**src/rtl/registro_descarga_out_if.sv**
```systemverilog
// rtl/registro_descarga_out_if.sv - result handshake bundle between intermediate stage, unload register and output driver
interface registro_descarga_out_if #(parameter int N = 4);
    logic [N-1:0] res_m;
    logic [3:0]   flags_m;
    logic [1:0]   mode_m;
    logic         valid_m;
    logic         ready_m;
    logic [N-1:0] res_out;
    logic [3:0]   flags_out;
    logic [1:0]   mode_out;
    logic         valid_out;
    logic         ready_out;
    logic         change_out;
    logic [7:0]   count_out;

    modport slave (
        input  res_m, flags_m, mode_m, valid_m, ready_out,
        output ready_m, res_out, flags_out, mode_out, valid_out, change_out, count_out
    );

    modport master (
        output res_m, flags_m, mode_m, valid_m, ready_out,
        input  ready_m, res_out, flags_out, mode_out, valid_out, change_out, count_out
    );
endinterface

```
**src/rtl/registro_descarga_out.sv**
```systemverilog
// rtl/registro_descarga_out.sv - two-entry skid unload register with delivery counter and change detect
module registro_descarga_out #(
    parameter int N = 4
) (
    input  logic                  clk,
    input  logic                  rst,
    registro_descarga_out_if.slave bus
);
    localparam int W = N + 6;

    typedef enum logic [1:0] {EMPTY, ONE, TWO} state_t;

    state_t         state, state_nx;
    logic [W-1:0]   out_q, skid_q, payload_in;
    logic [N-1:0]   last_q, new_res;
    logic           change_q;
    logic [7:0]     count_q;
    logic           in_fire, out_fire;
    logic           ready_int, valid_int;
    logic           load_out_in, load_out_skid, load_skid;

    assign payload_in = {bus.res_m, bus.flags_m, bus.mode_m};

    // Handshake flags come only from the state register, so neither side sees a combinational path.
    assign ready_int = (state != TWO);
    assign valid_int = (state != EMPTY);
    assign in_fire   = bus.valid_m & ready_int;
    assign out_fire  = valid_int & bus.ready_out;

    always_comb begin
        state_nx      = state;
        load_out_in   = 1'b0;
        load_out_skid = 1'b0;
        load_skid     = 1'b0;
        case (state)
            EMPTY: begin
                if (in_fire) begin
                    load_out_in = 1'b1;
                    state_nx    = ONE;
                end
            end
            ONE: begin
                if (in_fire && !out_fire) begin
                    load_skid = 1'b1;
                    state_nx  = TWO;
                end else if (in_fire && out_fire) begin
                    load_out_in = 1'b1;
                end else if (out_fire) begin
                    state_nx = EMPTY;
                end
            end
            TWO: begin
                if (out_fire) begin
                    load_out_skid = 1'b1;
                    state_nx      = ONE;
                end
            end
            default: state_nx = EMPTY;
        endcase
    end

    assign new_res = load_out_skid ? skid_q[W-1:6] : bus.res_m;

    always_ff @(posedge clk or posedge rst) begin
        if (rst) begin
            state    <= EMPTY;
            out_q    <= '0;
            skid_q   <= '0;
            last_q   <= '0;
            change_q <= 1'b0;
            count_q  <= '0;
        end else begin
            state <= state_nx;
            if (load_out_in) begin
                out_q <= payload_in;
            end else if (load_out_skid) begin
                out_q <= skid_q;
            end
            if (load_skid) begin
                skid_q <= payload_in;
            end
            // LAST tracks every OUT load, so the pulse lines up with the first valid cycle of the new result.
            change_q <= 1'b0;
            if (load_out_in || load_out_skid) begin
                change_q <= (new_res != last_q);
                last_q   <= new_res;
            end
            if (out_fire) begin
                count_q <= count_q + 8'd1;
            end
        end
    end

    assign bus.ready_m    = ready_int;
    assign bus.valid_out  = valid_int;
    assign bus.res_out    = out_q[W-1:6];
    assign bus.flags_out  = out_q[5:2];
    assign bus.mode_out   = out_q[1:0];
    assign bus.change_out = change_q;
    assign bus.count_out  = count_q;
endmodule

```
**src/flat_wrapper.sv**
```systemverilog
// flat-port wrapper written by rule: the top's interface ports become plain ports
module registro_descarga_out_flat 
#(
    parameter int N = 4
)
  (clk, rst, bus_res_m, bus_flags_m, bus_mode_m, bus_valid_m, bus_ready_out, bus_ready_m, bus_res_out, bus_flags_out, bus_mode_out, bus_valid_out, bus_change_out, bus_count_out);
  registro_descarga_out_if #(.N(N)) bus_i ();
  input  logic clk;
  input  logic rst;
  input wire logic [$bits(bus_i.res_m)-1:0] bus_res_m;
  input wire logic [$bits(bus_i.flags_m)-1:0] bus_flags_m;
  input wire logic [$bits(bus_i.mode_m)-1:0] bus_mode_m;
  input wire logic [$bits(bus_i.valid_m)-1:0] bus_valid_m;
  input wire logic [$bits(bus_i.ready_out)-1:0] bus_ready_out;
  output wire logic [$bits(bus_i.ready_m)-1:0] bus_ready_m;
  output wire logic [$bits(bus_i.res_out)-1:0] bus_res_out;
  output wire logic [$bits(bus_i.flags_out)-1:0] bus_flags_out;
  output wire logic [$bits(bus_i.mode_out)-1:0] bus_mode_out;
  output wire logic [$bits(bus_i.valid_out)-1:0] bus_valid_out;
  output wire logic [$bits(bus_i.change_out)-1:0] bus_change_out;
  output wire logic [$bits(bus_i.count_out)-1:0] bus_count_out;
  assign bus_i.res_m = bus_res_m;
  assign bus_i.flags_m = bus_flags_m;
  assign bus_i.mode_m = bus_mode_m;
  assign bus_i.valid_m = bus_valid_m;
  assign bus_i.ready_out = bus_ready_out;
  assign bus_ready_m = bus_i.ready_m;
  assign bus_res_out = bus_i.res_out;
  assign bus_flags_out = bus_i.flags_out;
  assign bus_mode_out = bus_i.mode_out;
  assign bus_valid_out = bus_i.valid_out;
  assign bus_change_out = bus_i.change_out;
  assign bus_count_out = bus_i.count_out;
  registro_descarga_out #(.N(N)) u_core (.clk(clk), .rst(rst), .bus(bus_i));
endmodule
```
**config.mk**
```make
export PLATFORM = sky130hd
export DESIGN_NAME = registro_descarga_out_flat
export DESIGN_NICKNAME = d
export VERILOG_FILES = /design/src/rtl/registro_descarga_out_if.sv /design/src/rtl/registro_descarga_out.sv /design/src/flat_wrapper.sv
export SDC_FILE = /design/constraint.sdc
export NUM_CORES = 1
export LEC_CHECK = 0
export CAP_MARGIN = 20
export CORE_MARGIN = 1
export CORE_UTILIZATION = 50
export DETAILED_ROUTE_END_ITERATION = 10
export GPL_TIMING_DRIVEN = 0
export PLACE_DENSITY = 0.9
export SETUP_SLACK_MARGIN = 0.15
export SYNTH_ARGS = -nofsm -noshare
export SYNTH_HDL_FRONTEND = slang
export SYNTH_SLANG_ARGS = --single-unit
export TNS_END_PERCENT = 50
```
**constraint.sdc**
```tcl
create_clock -name clk -period 1.89 [get_ports clk]
set_input_delay 0.4725 -clock clk [delete_from_list [all_inputs] [get_ports clk]]
set_output_delay 0.4725 -clock clk [all_outputs]
set_load 0.005 [all_outputs]
```
==> results.py, run 1 <==
metrics = {
    "status": {
        "status": "complete, no violations",
    },
    "floorplan": {
        "std_cell_rows": 20,
        "fp.dieW_um": 59.0,
        "start_util_pct": 52.8,
        "die_h_um": 59.0,
        "io_pins": 35,
        "die-area_sq_um": 3480,
        "core_area_sq_um": 3080,
    },
    "timing": {
        "setup_viol": 0,
        "worstMarginPinSlew_ns": 0.489,
        "finalSetupTns_ns": 0,
        "hold_viol": 0,
        "relSlewSlack_pct": 67.4,
        "report.final.slew_viol_count": 0,
        "period_share_pct": 91.5,
        "clock.fmax_mhz": 578,
        "fin_skew_ns": 0.0140,
        "whs_ns": 0.439,
        "period_needed_ns": 1.73,
        "fin_ws_ns": 0.160,
        "rsz0062_at_grt": "true",
    },
    "critical_path": {
        "end_kind": "output pin",
        "cp.required_ns": 1.42,
        "crit_path_top_delay_cell": "clkdlybuf4s50_1",
        "slowest_delay_ns": 0.53,
        "crit_chain": "clkdlybuf4s50_1",
        "cp_max_fo": 2,
        "start_kind": "flop",
        "worst-path-buf-inv": 1,
        "timing.rr.end": "u_core.skid_q[4]",
        "rr_worst_depth": 5,
        "reg2reg_slack_ns": 0.22,
        "crit_family": "buffers and inverters",
        "worstPathArrival_ns": 1.26,
        "critPathKind": "flop to output pin",
        "r2r-start": "u_core.state[1]",
    },
    "layout": {
        "layout.nets": 206,
        "area_delta_synth_final_pct": 35.9,
        "final_util_pct": 71.7,
        "final_common_cell": "dfrtp_1",
        "n_antenna_cell": 0,
        "fill_cells": 254,
        "drive_gt1_share_pct": 23.0,
        "layout_common_cells": "dfrtp_1, clkdlybuf4s50_1, nand2_1, buf_4",
    },
    "clock_network": {
        "cts_max_level": 2,
        "clkTransAtPathRegs_ns": 0.10,
        "clock-sinks": 35,
        "numCtsBuffers": 5,
        "cts_max_path_buffers": 2,
        "cts_tree": "yes",
        "clock_latency_ns": 0.34,
        "clockRootBuffer": "clkbuf_4",
    },
    "pwr": {
        "ir_drop_v": 0.000860,
        "p_leak_uw": 0.00106,
        "power.density_nw_per_um2": 1140,
    },
    "placement": {
        "dp_hpwl_um": 2350,
        "gp_congestion": 0.770,
        "post-place-ws_ns": -0.108,
        "port_buffers": 33,
    },
    "yosys": {
        "synth_edf_count": 0,
        "synth_simple_gate_area_share_pct": 12.2,
        "synth_cells": 138,
        "yosysWarnings": 0,
        "synth_fa_ha_area_share_pct": 0.770,
        "synth_top_family_by_area": "multiplexers",
        "synth_xor_area_share_pct": 4.85,
        "synth-compound-area-share_pct": 11.7,
        "synth.area.mux_share_pct": 13.7,
        "syn_area_sq_um": 1620,
        "synth.avg_cell_area_sq_um": 11.8,
        "syn_nets": 153,
        "yosysUniqueCellTypes": 30,
        "synthFlopType": "dfrtp_1",
        "synth_async_sr_flop_share_pct": 100,
        "synth_seq_area_share_pct": 53.9,
        "ys_ff_latch": 35,
    },
    "grt": {
        "grt_first_pass_wirelength_um": 5390,
        "antenna_found_initial": 0,
        "grt_usage_pct": 21.9,
        "grt_pass1_vias": 1213,
        "grt_start_max_net_pins": 26,
        "gr-total-overflow": 0,
    },
    "routing": {
        "wl_um": 3350,
        "num_vias": 1215,
        "wl_per_cell_um": 14.3,
        "via_per_inst": 5.17,
        "drt_iter0_drc": 83,
        "ant_nets": 0,
        "firstDrtPassIters": 4,
        "drc_errors": 0,
    },
    "flow_run": {
        "maxCapViolCount": 0,
    },
    "worst_hold_path": {
        "hold_path_class": "input pin to async pin",
    },
}
where the power goes:
group	switching [uW]	internal [uW]	total (uW)
Combinational	323	538	861
Clock	236	273	509
Sequential	166	980	1150
cell usage after synthesis, types with 3 or more instances:
cell type   n  area, sq um
o21ai_1     7         35.0
mux2_2     10          113
nand3_1     3         15.0
inv_1       4         15.0
xnor2_1     4         35.0
nand2_1    15         56.3
buf_2       3         15.0
nor2_1      4         15.0
mux2i_1    11          110
nand2b_1    6         37.5
o21a_1     10         75.1
dfrtp_1    35          876
xor2_1      5         43.8
cell type report:
class	instances	area (sq um)	share of cell area (%)
plain buffers	5	40.0	1.81
clock buffers	6	41.3	1.87
clock inverters	1	30.0	1.36
inverters	4	15.0	0.680
multi-input cells	94	707	32.0
flip-flops and latches	35	877	39.7
well taps	44	55.1	2.49
repair buffers	46	442	20.0
routing by layer:
| layer | vias to the layer above | wire [um] | track usage [%] |
|---|---|---|---|
| met2 | 28 | 1820 | 39.1 |
| met4 | 0 | 54 | 8.84 |
| met1 | 594 | 1280 | 23.2 |
| met5 | - | 0 | 0 |
| met3 | 6 | 201 | 8.30 |
| li1 | 587 | - | - |
through the flow:
| stage | std cells | power (uW) | area, sq um |
|---|---|---|---|
| global route | 235 | 2670 | 2210 |
| detailed placement | 216 | 1950 | 2040 |
| CTS | 228 | 2490 | 2150 |
| finish | 235 | 2520 | 2210 |
| global placement | 215 | 1900 | 2010 |
| floorplan | 138 | 1570 | 1620 |
worst max path at each step:
stage	startpoint	to	slack, ns	cells after the start
after floorplan	bus_ready_out	u_core.skid_q[0]	0.38	4
after global placement	rst	u_core.out_q[7]	-0.07	2
after detailed placement	bus_valid_m	u_core.skid_q[2]	-0.11	4
after CTS	u_core.state[1]	bus_valid_out	0.11	3
after global routing	u_core.bus.count_out[1]	bus_count_out[1]	0.11	1
final	u_core.bus.count_out[7]	bus_count_out[7]	0.16	1
cells by family after synthesis:
group           after synthesis
xor+xnor                      9
buf+inv                       9
compound gates               27
fa+ha+maj                     1
mux                          21
flops                        35
simple gates                 36
timing repair:
action | CTS | global route
hold endpoints to repair | 0 | 0
hold buffers | 0 | 0
pin swaps | 0 | 1
setup endpoints to repair | 10 | 17
buffers inserted | 5 | 7
gates resized for setup | 10 | 5
sequential cells by signal (all words and copies together), names as in the netlist:
name	cells
u_core.state	2
u_core.last_q	4
u_core.bus.count_out	8
u_core.skid_q	10
u_core.bus.change_out	1
u_core.out_q	10
Power figures use the tool's default switching activity.
==> run 2: changes to the inputs <==
Settings changed: CORE_MARGIN 1 to 5.
==> run 2 against run 1 <==
  * Non-clock buffer count decreased by 1
  * Final cell count unchanged
  * Total power increased by 1.2%
  * Maximum frequency increased by 0.97%
  * Die area increased by 29%
  * Final area increased by 0.17%
  * Highest routed layer unchanged
==> results.py, run 2 (synthesis gave the netlist of run 1 again) <==
metrics = {
    "timing": {
        "period_share_pct": 90.6,
        "relSlewSlack_pct": 66.7,
        "clock.fmax_mhz": 584,
        "setup_viol": 0,
        "report.final.slew_viol_count": 0,
        "period_needed_ns": 1.71,
        "worstMarginPinSlew_ns": 0.498,
        "rsz0062_at_grt": "true",
        "fin_skew_ns": 0.00768,
        "fin_ws_ns": 0.177,
        "hold_viol": 0,
    },
    "pwr": {
        "ir_drop_v": 0.000777,
        "p_leak_uw": 0.00108,
        "power.density_nw_per_um2": 1150,
    },
    "layout": {
        "area_delta_synth_final_pct": 36.1,
        "final_cells": 235,
        "final_common_cell": "dfrtp_1",
        "layout_common_cells": "dfrtp_1, clkdlybuf4s50_1, nand2_1, buf_4, mux2i_1",
        "n_antenna_cell": 0,
        "drive_gt1_share_pct": 22.5,
        "layout.nets": 205,
    },
    "floorplan": {
        "std_cell_rows": 20,
        "fp.dieW_um": 67.0,
        "die_h_um": 67.0,
        "io_pins": 35,
        "core_area_sq_um": 3080,
        "die-area_sq_um": 4490,
        "start_util_pct": 52.8,
    },
    "worst_hold_path": {
        "hp-start": "bus_ready_out",
        "min_to": "u_core.state[1]",
        "holdPathStages": 2,
        "hold_path_class": "input pin to flop",
    },
    "critical_path": {
        "start_kind": "flop",
        "r2r-start": "u_core.state[1]",
        "slowest_delay_ns": 0.38,
        "cp.required_ns": 1.42,
        "crit_path_top_delay_cell": "dfrtp_1",
        "worstPathArrival_ns": 1.24,
        "critPathKind": "flop to output pin",
        "cp_max_fo": 7,
        "crit_chain": "buf_6 -> buf_6 -> nand2b_4 -> dlygate4sd2_1",
        "timing.rr.end": "u_core.skid_q[2]",
        "reg2reg_slack_ns": 0.21,
        "end_kind": "output pin",
        "rr_worst_depth": 5,
        "crit_path_frequent_cell": "buf_6",
    },
    "placement": {
        "port_buffers": 33,
        "gp_congestion": 0.849,
        "dp_cells": 216,
        "dp_hpwl_um": 2580,
        "post-place-ws_ns": -0.114,
    },
    "routing": {
        "drt_iter0_drc": 63,
        "wl_um": 3650,
        "wl_per_cell_um": 15.5,
        "firstDrtPassIters": 4,
        "ant_nets": 0,
        "via_per_inst": 5.36,
        "num_vias": 1259,
        "drc_errors": 0,
    },
    "clock_network": {
        "cts_max_level": 2,
        "clock_latency_ns": 0.33,
        "clockRootBuffer": "clkbuf_4",
        "clkTransAtPathRegs_ns": 0.10,
        "numCtsBuffers": 5,
        "clock-sinks": 35,
        "cts_max_path_buffers": 2,
        "cts_tree": "yes",
    },
    "grt": {
        "antenna_found_initial": 0,
        "grt_usage_pct": 17.8,
        "grt_start_max_net_pins": 26,
        "gr-total-overflow": 0,
        "grt_first_pass_wirelength_um": 5790,
        "grt_pass1_vias": 1284,
    },
    "flow_run": {
        "maxCapViolCount": 0,
    },
    "status": {
        "status": "complete, no violations",
    },
}
-- run 2: cell types whose count changed in the layout (fill, tap and decap cells not counted), sizes merged --
cell	delta
dlymetal6s2s	+2
bufinv	-1
clkbuf	+2
clkdlybuf4s50	-1
buf	-2
-- run 2: timing repair --
item                                    4_1_cts  5_1_grt
hold buffers                                  0        0
hold endpoints to repair                      0        0
pin swaps                                     0        0
setup buffers                                 2        9
gates resized for setup                       4        9
endpoints found under the setup margin        8       11
-- run 2: per-stage QoR --
step / power [uW] / util (%) / hold WS [ns] / area (sq um) / TNS (ns)
floorplan: 1570 / - / 0.468 / 1620 / 0
global placement: 1910 / 65.3 / 0.463 / 2010 / -3.76
detailed placement: 1980 / 66.2 / 0.477 / 2040 / -1.36
CTS: 2450 / 68.9 / 0.429 / 2120 / 0
global route: 2710 / 71.8 / 0.454 / 2210 / 0
finish: 2550 / 71.8 / 0.442 / 2210 / 0
-- run 2: worst max path at each step --
stage / slack (ns) / depth (start not counted) / startpoint / endpoint
2_1_floorplan: 0.38 / 4 / bus_ready_out / u_core.skid_q[0]
3_3_place_gp: -0.09 / 2 / rst / u_core.out_q[7]
3_5_place_dp: -0.11 / 4 / bus_valid_m / u_core.skid_q[8]
4_1_cts: 0.02 / 3 / u_core.state[1] / bus_valid_out
5_1_grt: 0.11 / 7 / u_core.state[1] / u_core.out_q[4]
6_report: 0.18 / 4 / u_core.state[1] / bus_ready_m
-- run 2: area by class of cell --
class                      count  area, sq um
buffer                         5         36.3
clock buffer                   8         68.8
fill                         241          867
inverter                       4         15.0
multi-input combinational     94          711
sequential                    35          877
tap                           44         55.1
timing repair buffer          45          448
-- run 2: routing by layer --
layer  up-vias  part of all wire (%)  track usage [%]
li1        590                     -                -
met1       623                    40             19.0
met2        38                    53             30.4
met3         8                   5.0             6.91
met4         0                   2.0             8.35
met5         -                     0                0
-- run 2: worst max-delay path, delay by kind of cell, from the launching register on --
family                 cells  cell delay [ns]
buffers and inverters      3             0.46
DFF                        1             0.38
and+or+nand+nor            1             0.06
-- run 2: power by group --
group          leakage (uW)  switching [uW]  internal, uW
Sequential         0.000420             175           980
Clock             0.0000386             238           219
Combinational      0.000617             359           575
